==> config.mk <==
export PLATFORM = sky130hd
export DESIGN_NAME = imem_ctrl
export DESIGN_NICKNAME = d
export VERILOG_FILES = /design/src/rtl/imem_ctrl_pkg.sv /design/src/rtl/imem_dbg_arb.sv /design/src/rtl/imem_ctrl.sv
export SDC_FILE = /design/constraint.sdc
export NUM_CORES = 1
export LEC_CHECK = 0
export ABC_AREA = 1
export CAP_MARGIN = 20
export CORE_AREA = 2 2 118 120
export DETAILED_ROUTE_END_ITERATION = 10
export DIE_AREA = 0 0 120 122
export HOLD_SLACK_MARGIN = 0.1
export MAX_ROUTING_LAYER = met4
export PLACE_DENSITY = 0.8
export REMOVE_ABC_BUFFERS = 1
export SLEW_MARGIN = 20
export SYNTH_ARGS = -nofsm -noshare
export SYNTH_HDL_FRONTEND = slang
export SYNTH_SLANG_ARGS = --single-unit
==> constraint.sdc <==
create_clock -name i_clk -period 1.7 [get_ports i_clk]
set_clock_uncertainty 0.05 [all_clocks]
set_input_delay 0.34 -clock i_clk [delete_from_list [all_inputs] [get_ports i_clk]]
set_output_delay 0.34 -clock i_clk [all_outputs]
set_load 0.03 [all_outputs]
==> src/rtl/imem_ctrl_pkg.sv <==
// Shared types and default parameters for the instruction-memory boot/access controller.
package imem_ctrl_pkg;

  typedef enum logic [1:0] {
    StIdle,
    StLoad,
    StRun
  } state_e;

  localparam int unsigned DEPTH_DEF    = 1024;
  localparam logic [31:0] START_PC_DEF = 32'h0000_0000;
  localparam int unsigned MAX_WAIT_DEF = 4;
  localparam int unsigned IDX_W_DEF    = $clog2(DEPTH_DEF);

endpackage

==> src/rtl/imem_dbg_arb.sv <==
// Debug read arbiter: bounded-wait grant against instruction fetch, no back-to-back grants,
// registered read-data return.
module imem_dbg_arb
  import imem_ctrl_pkg::*;
#(
  parameter int unsigned MAX_WAIT = MAX_WAIT_DEF
) (
  input  logic        i_clk,
  input  logic        i_rst,
  input  logic        i_en,
  input  logic        i_pc_en,
  input  logic        i_dbg_req,
  input  logic [31:0] i_mem_rdata,
  output logic        o_dbg_gnt,
  output logic [31:0] o_dbg_rdata,
  output logic        o_dbg_rvalid
);

  localparam int unsigned WAIT_W = $clog2(MAX_WAIT + 2);

  logic [WAIT_W-1:0] r_wait;
  logic [31:0]       r_rdata;
  logic              r_rvalid;
  logic              w_gnt;
  logic              w_wait_max;

  assign w_wait_max = (r_wait == WAIT_W'(MAX_WAIT));
  // r_rvalid doubles as "granted last cycle", which blocks back-to-back grants.
  assign w_gnt = i_en & i_dbg_req & ~r_rvalid & (~i_pc_en | w_wait_max);

  always_ff @(posedge i_clk) begin
    if (!i_rst) begin
      r_wait   <= '0;
      r_rdata  <= '0;
      r_rvalid <= 1'b0;
    end else begin
      r_rvalid <= w_gnt;
      if (w_gnt) begin
        r_rdata <= i_mem_rdata;
      end
      if (!i_en || !i_dbg_req || w_gnt) begin
        r_wait <= '0;
      end else if (!w_wait_max) begin
        r_wait <= r_wait + 1'b1;
      end
    end
  end

  assign o_dbg_gnt    = w_gnt;
  assign o_dbg_rdata  = r_rdata;
  assign o_dbg_rvalid = r_rvalid;

endmodule

==> src/rtl/imem_ctrl.sv <==
// Instruction-memory controller: boot loader FSM, PC ownership, and fetch/debug port muxing.
module imem_ctrl
  import imem_ctrl_pkg::*;
#(
  parameter int unsigned DEPTH    = DEPTH_DEF,
  parameter logic [31:0] START_PC = START_PC_DEF,
  parameter int unsigned MAX_WAIT = MAX_WAIT_DEF
) (
  input  logic        i_clk,
  input  logic        i_rst,
  input  logic        i_ld_start,
  input  logic        i_ld_valid,
  input  logic [31:0] i_ld_data,
  input  logic        i_ld_last,
  output logic        o_ld_ready,
  output logic        o_load_err,
  output logic [31:0] o_mem_addr,
  output logic        o_mem_we,
  output logic [31:0] o_mem_wdata,
  input  logic [31:0] i_mem_rdata,
  output logic        o_core_rst_n,
  output logic [31:0] o_pc,
  output logic [31:0] o_instr,
  output logic        o_instr_valid,
  input  logic        i_pc_en,
  input  logic [31:0] i_pc_next,
  input  logic        i_dbg_req,
  input  logic [31:0] i_dbg_addr,
  output logic        o_dbg_gnt,
  output logic [31:0] o_dbg_rdata,
  output logic        o_dbg_rvalid
);

  localparam int unsigned IdxW = $clog2(DEPTH);

  state_e            r_state;
  state_e            w_state_d;
  logic [IdxW-1:0]   r_cnt;
  logic              r_load_err;
  logic [31:0]       r_pc;
  logic              r_core_rst_n;
  logic              w_accept;
  logic              w_overflow;
  logic              w_run;
  logic              w_dbg_gnt;
  logic              w_instr_valid;

  always_comb begin
    w_state_d  = r_state;
    w_accept   = 1'b0;
    w_overflow = 1'b0;
    unique case (r_state)
      StIdle: begin
        if (i_ld_start) w_state_d = StLoad;
      end
      StLoad: begin
        w_accept = i_ld_valid;
        if (w_accept) begin
          if (i_ld_last) begin
            w_state_d = StRun;
          end else if (r_cnt == IdxW'(DEPTH - 1)) begin
            w_state_d  = StRun;
            w_overflow = 1'b1;
          end
        end
      end
      StRun: begin
        if (i_ld_start) w_state_d = StLoad;
      end
      default: w_state_d = StIdle;
    endcase
  end

  assign w_run         = (r_state == StRun);
  assign w_instr_valid = w_run & ~w_dbg_gnt;

  always_ff @(posedge i_clk) begin
    if (!i_rst) begin
      r_state      <= StIdle;
      r_cnt        <= '0;
      r_load_err   <= 1'b0;
      r_pc         <= START_PC;
      r_core_rst_n <= 1'b0;
    end else begin
      r_state      <= w_state_d;
      // Core leaves reset one cycle after RUN entry and re-enters it with the LOAD transition.
      r_core_rst_n <= w_run && (w_state_d == StRun);
      if (r_state != StLoad && w_state_d == StLoad) begin
        r_cnt      <= '0;
        r_load_err <= 1'b0;
      end else if (w_accept) begin
        r_cnt <= r_cnt + 1'b1;
      end
      if (w_overflow) begin
        r_load_err <= 1'b1;
      end
      if (!w_run && w_state_d == StRun) begin
        r_pc <= START_PC;
      end else if (w_run && i_pc_en && w_instr_valid) begin
        r_pc <= i_pc_next;
      end
    end
  end

  always_comb begin
    o_mem_addr  = '0;
    o_mem_we    = 1'b0;
    o_mem_wdata = '0;
    if (r_state == StLoad) begin
      o_mem_addr  = {{(30 - IdxW){1'b0}}, r_cnt, 2'b00};
      o_mem_we    = w_accept;
      o_mem_wdata = w_accept ? i_ld_data : 32'h0;
    end else if (w_run) begin
      o_mem_addr = w_dbg_gnt ? i_dbg_addr : r_pc;
    end
  end

  imem_dbg_arb #(
    .MAX_WAIT(MAX_WAIT)
  ) u_dbg_arb (
    .i_clk       (i_clk),
    .i_rst       (i_rst),
    .i_en        (w_run),
    .i_pc_en     (i_pc_en),
    .i_dbg_req   (i_dbg_req),
    .i_mem_rdata (i_mem_rdata),
    .o_dbg_gnt   (w_dbg_gnt),
    .o_dbg_rdata (o_dbg_rdata),
    .o_dbg_rvalid(o_dbg_rvalid)
  );

  assign o_ld_ready    = (r_state == StLoad);
  assign o_load_err    = r_load_err;
  assign o_core_rst_n  = r_core_rst_n;
  assign o_pc          = r_pc;
  assign o_instr_valid = w_instr_valid;
  assign o_instr       = w_instr_valid ? i_mem_rdata : 32'h0;
  assign o_dbg_gnt     = w_dbg_gnt;

endmodule

# After elaboration in Yosys (flattened, before gate mapping)
# Index checks and enable logic that the tools add are counted.
classes:
  n_addsub: 2
  n_eq_ne: 7
  mux: 19
  bitwise_logic: 9
  n_reduce_logical: 15
op_table:
  columns: ["operator", "n"]
  rows:
  - ["2-to-1 mux 32 bit", 6]
  - ["adder 10 x 1 -> 10 bit (second input constant)", 1]
  - ["== test 10 bit (second input constant)", 1]
  - ["2-to-1 mux 1 bit", 8]
  - ["2-to-1 mux 2 bit", 4]
  - ["OR reduction 2 bit", 4]
  - ["logical AND 1 bit", 5]
  - ["AND 1 bit", 4]
  - ["== test 2 x 1 -> 1 bit (second input constant)", 2]
  - ["== test 2 bit (second input constant)", 2]
  - ["inverter 1 bit", 4]
  - ["one-hot mux 2 bit (2 select lines)", 1]
  - ["adder 3 x 1 -> 3 bit (second input constant)", 1]
  - ["== test 3 bit (second input constant)", 1]
  - ["logical NOT 1 bit", 2]
  - ["logical NOT 2 bit", 1]
  - ["logical OR 1 bit", 2]
  - ["!= test 2 x 1 -> 1 bit (second input constant)", 1]
  - ["nonzero test 2 bit", 1]
  - ["OR 1 bit", 1]
totals:
  ff_bits: 82
  inputBits: 135
  out_inout_bits: 167
  elab_cells: 60

# Logic depth before layout (Yosys ltp)
depth:
  word_depth: 9
  mapped_depth: 10
  depth_no_buf: 9

# Cells and area by module
# Synthesis repeated with hierarchy kept, for this count alone.
hier_totals:
  cells_unflattened: 652
  hier_area_um2: 4664.5
by_module_without_submodules:
  columns: ["mod", "instances", "cells_per_inst", "area_per_inst_um2", "seq_area_each_um2"]
  rows:
  - ["imem_ctrl", 1, 480, 3025.4, 920.9]
  - ["imem_dbg_arb", 1, 172, 1639.1, 720.7]

# Worst setup path before layout
# Ideal clock, no wire load.
synth_path:
  path_kind: "flip-flop to output port"
  start: "register u_dbg_arb.r_wait[0]"
  end: "output o_instr[10]"
  arrival_ps: 2083
  t_required_ps: 1310
  path_slack_ps: -773
  stages_incl_launch_ff: 11
  path_buffers: 1
  path_cell_list: "dfxtp_1 -> inv_1 -> ha_1 -> nand2_1 -> nand2_1 -> nand2_1 -> nor2_4 -> nor2_1 -> inv_2 -> buf_2 -> nor2_1"
synth_between:
  elab_chain_len: 6
synth_lines:
  columns: ["element", "line_no", "rtl"]
  rows:
  - ["from (decl)", "imem_dbg_arb.sv:21", "logic [WAIT_W-1:0] r_wait;"]
  - ["from (signal assigned)", "imem_dbg_arb.sv:44", "r_wait <= r_wait + 1'b1;"]
  - ["== test 3 bit", "imem_dbg_arb.sv:27", "assign w_wait_max = (r_wait == WAIT_W'(MAX_WAIT));"]
  - ["OR 1 bit", "imem_dbg_arb.sv:29", "assign w_gnt = i_en & i_dbg_req & ~r_rvalid & (~i_pc_en | w_wait_max);"]
  - ["AND 1 bit", "imem_dbg_arb.sv:29", null]
  - ["inverter 1 bit", "imem_ctrl.sv:75", "assign w_instr_valid = w_run & ~w_dbg_gnt;"]
  - ["AND 1 bit", "imem_ctrl.sv:75", null]
  - ["via o_instr_valid", "imem_ctrl.sv:24", "output logic o_instr_valid,"]
  - ["2-to-1 mux 32 bit", "imem_ctrl.sv:137", "assign o_instr = w_instr_valid ? i_mem_rdata : 32'h0;"]
  - ["to (decl)", "imem_ctrl.sv:23", "output logic [31:0] o_instr,"]
# The timed path passes the listed nets, and every way through them passes these cells.

# Worst setup path after layout
layout_path:
  start: "register u_dbg_arb.r_wait[0]"
  end: "output o_instr[9]"
layout_between:
  elab_chain_len: 6
layout_lines:
  columns: ["element", "line_no"]
  rows:
  - ["== test 3 bit", "imem_dbg_arb.sv:27"]
  - ["OR 1 bit", "imem_dbg_arb.sv:29"]
  - ["AND 1 bit", "imem_dbg_arb.sv:29"]
  - ["inverter 1 bit", "imem_ctrl.sv:75"]
  - ["AND 1 bit", "imem_ctrl.sv:75"]
  - ["2-to-1 mux 32 bit", "imem_ctrl.sv:137"]
# Every way passes these cells.

==> summary.md <==
| Metric | Value |
|---|---|
| CP max stage cell | dfxtp_2 |
| Worst-margin pin slew | 0.412 ns |
| Max-cap viol count | 0 |
| Clock buffer depth | 2 |
| Vias in the first global route | 5,108 |
| Chip Height | roughly 120 µm |
| Gr ovfl total | 0 |
| Ports | 302 |
| RSZ-0062 raised after global routing | true |
| WP depth | 12 |
| Diodes inserted | 0 |
| Later-pin clock latency in the skew report | 0.34 ns |
| Final period util | 134% |
| Clock Pin Slew Worst Setup and Hold Paths | 0.06 ns |
| Most common cell in the netlist | nor2_1 |
| Main synth FF type | dfxtp_1 |
| Startpoint types | flip-flop |
| Final setup fails | 191 |
| Number of synthesized flops with an enable pin | 0 |
| Crit Path Category | reg -> out |
| Sw Share | 27.3% |
| # fillers | 990 |
| Hold depth | 2 |
| Crit path setup slack, layout | -0.577 ns |
| Initial core utilization | about 30% |
| Die span in x | around 120 µm |
| Initial DRT Pass Iterations | 5 |
| Sequential share of the synthesized area | 40.7% |
| Pre-CTS setup slack | -0.526 ns |
| CP required | 1.31 ns |
| Worst path most repeated cell | nand2_4 |
| # DRC | 0 |
| Placed cell area | around 0.0073 mm² |
| GRT Overall Usage | 22.8% |
| R2r worst-path depth | 14 |
| Maximum vdd drop | 0.518 mV |
| Comb power frac | 21.6% |
| Routed WL per cell | 17.4 µm |
| Synth top area share | 40.7% |
| Die ar. | 0.0146 mm² |
| Final Hold Fails | 0 |
| Share of layout cells above drive strength 1 | 33.1% |
| Crit-path max cell delay | between 0.3 and 0.4 ns |
| Buffers on Ports | between 300 and 400 |
| Synth top cells by count | nor2_1 (138), nand2_1 (102), inv_1 (83), dfxtp_1 (82), a21oi_1 (41) |
| Vias per cell | slightly below 5 |
| CP Max Fanout | 16 |
| Min cycle time layout | between 2 and 2.5 ns |
| HP Class | reg -> reg |
| Initial antenna violation count | 0 |
| Synth warn | 0 |
| CORE AREA | 0.0135 mm² |
| Initial DRC count | around 300 |
| CTS root buffer | clkbuf_16 |
| Synth area leader | dfxtp_1 |
| Post-route cell area | 0.00938 mm² |
| CTS tree | built |
| Largest net degree at the start of global routing | 39 |
| Slew margin rel. | 72.5% |
| CTS buffer count | 9 |
| P_int | ~3700 µW |
| Crit end category | output port |
| Power Density | 537 mW/mm² |
| Mean Syn Cell Area | 6.47 µm² |
| Worst Path Arrival | approximately 1.9 ns |
| DR vias | ~5,700 |
| Pleak | about 0.0045 µW |
| TNS Setup | -53.80 ns |
| Nets | 1,108 |
| Dpl hpwl | 11.9 mm |
| P&R area growth vs syn | 133% |
| Worst path bufs/invs | 5 |
| Asr flop ratio synth | 0% |
| Critical-path cell list | inv_2 -> ha_4 -> nand2_4 -> nand2_4 -> nand2_4 -> nor2_4 -> buf_12 -> nor2_4 -> buf_12 -> inv_16 -> nor2_1 -> buf_4 |
| Fmax | 439 MHz |
| Final Wtd Congestion | 0.813 |
| Number of synthesized register bits | 82 |
| First-pass GRT wire length | 25.7 mm |
| WL final | 20.1 mm |
| Status | finished with violations |
| Slew Viols, Final | 0 |
| Sink Count | 82 |
| FP Rows | 43 |
| WHS | 0.401 ns |
| Violated checks | setup timing |
| Clock power frac | 39.7% |
| Post-synthesis cell type count | 24 |
| # H-tree levels | 3 |
| Syn Inst Count | 623 |
| Final std cells w/o fill | approximately 1,200 |
| Flop pwr share | 38.7% |
| NetSw | 1370 µW |
| ANT nets after route | 0 |
| Post-synth design cell area | 0.00403 mm² |
| Dominant cells by area after synthesis | dfxtp_1 (41%), nor2_1 (13%), nand2_1 (9.5%) |
| Cells after DPL | 1,105 |
| Delay-heaviest family, CP | buffers and inverters |
## through the flow
stage | util [%] | power (µW)
floorplan | - | 2230
CTS | 60.7 | 4810
global route | 69.4 | 5190
global placement | 54.1 | 2750
detailed placement | 54.1 | 2760
finish | 69.4 | 5040
## final timing paths
path	slack (ns)	end	from
max	-0.58	o_instr[9]	u_dbg_arb.r_wait[0]$_SDFFE_PP0N_
min	0.40	u_dbg_arb.o_dbg_rdata[22]$_SDFFE_PN0P_	u_dbg_arb.o_dbg_rdata[22]$_SDFFE_PN0P_
max reg2reg	-0.21	u_dbg_arb.o_dbg_rdata[1]$_SDFFE_PN0P_	u_dbg_arb.r_wait[0]$_SDFFE_PP0N_
min reg2reg	0.40	u_dbg_arb.o_dbg_rdata[22]$_SDFFE_PN0P_	u_dbg_arb.o_dbg_rdata[22]$_SDFFE_PN0P_
## per-layer routing
layer	wire, µm	global-route usage, %	part of all wire (%)
met2	10400	40.3	52
met3	1450	5.81	7.2
met1	7640	24.6	38
met5	0	-	0
met4	651	8.38	3.2
## power by group through the flow
stage	sequential (µW)	clock (µW)	combinational, µW
after floorplan	2010	0	226
after global placement	1990	0	761
after detailed placement	1990	0	766
after CTS	1950	2030	833
after global routing	1950	2100	1140
final	1950	2000	1090
## kinds of logic (layout without fill, tap and decap cells)
family / Yosys count / after routing / synth area share [%]
compound gates: 119 / 119 / 15.1
buf+inv: 128 / 480 / 13.0
flops: 82 / 82 / 40.7
xor+xnor: 2 / 2 / 0.435
fa+ha+maj: 3 / 3 / 0.932
simple gates: 289 / 289 / 29.8
## state kept, by name (all words and copies together), names as in the netlist
| register | cells |
|---|---|
| u_dbg_arb.r_wait | 3 |
| o_pc | 32 |
| o_core_rst_n | 1 |
| u_dbg_arb.o_dbg_rvalid | 1 |
| r_cnt | 10 |
| u_dbg_arb.o_dbg_rdata | 32 |
| o_load_err | 1 |
| r_state | 2 |
## final cells by class
type	count	area (µm²)	area share (%)
repair buffers	374	4170	44.4
repair inverters	2	36.3	0.387
clock inverters	7	76.3	0.814
inverters	88	355	3.79
well taps	180	225	2.40
multi-input cells	413	2640	28.2
clock buffers	9	225	2.40
flip-flops and latches	82	1650	17.6
## what timing repair did
action / 4_1_cts / 5_1_grt
pin swaps: 8 / 30
endpoints found under the setup margin: 237 / 231
gates cloned: 4 / 16
hold buffers: 0 / 0
setup buffers: 9 / 10
gates resized for setup: 138 / 239
## worst register-to-register path: cells and delay by family (launching register included)
kind | cells | cell delay, ns
and+or+nand+nor | 6 | 0.40
AOI/OAI and AO/OA | 1 | 0.08
DFF | 1 | 0.34
adders and majority gates | 1 | 0.16
buffers and inverters | 6 | 0.80
## cells in the final DEF (no fill, tap or decap), types with 3 or more instances in the layout
| cell | count |
|---|---|
| inv_1 | 81 |
| buf_8 | 6 |
| clkdlybuf4s50_1 | 155 |
| buf_4 | 65 |
| inv_2 | 4 |
| clkbuf_16 | 20 |
| buf_6 | 70 |
| buf_12 | 21 |
| dlymetal6s2s_1 | 40 |
| nand2_2 | 7 |
| nand3_1 | 6 |
| o21ai_2 | 20 |
| nor2_2 | 8 |
| nand2_8 | 5 |
| o21ai_4 | 3 |
| o22ai_1 | 6 |
| nand2_1 | 87 |
| a21oi_2 | 8 |
| nand4_1 | 35 |
| dfxtp_1 | 79 |
| a21oi_1 | 33 |
| dlygate4sd2_1 | 6 |
| nor2_4 | 62 |
| o21ai_1 | 45 |
| nand2_4 | 3 |
| nor2_1 | 72 |
Note: power is estimated with default switching activity, not from simulation.
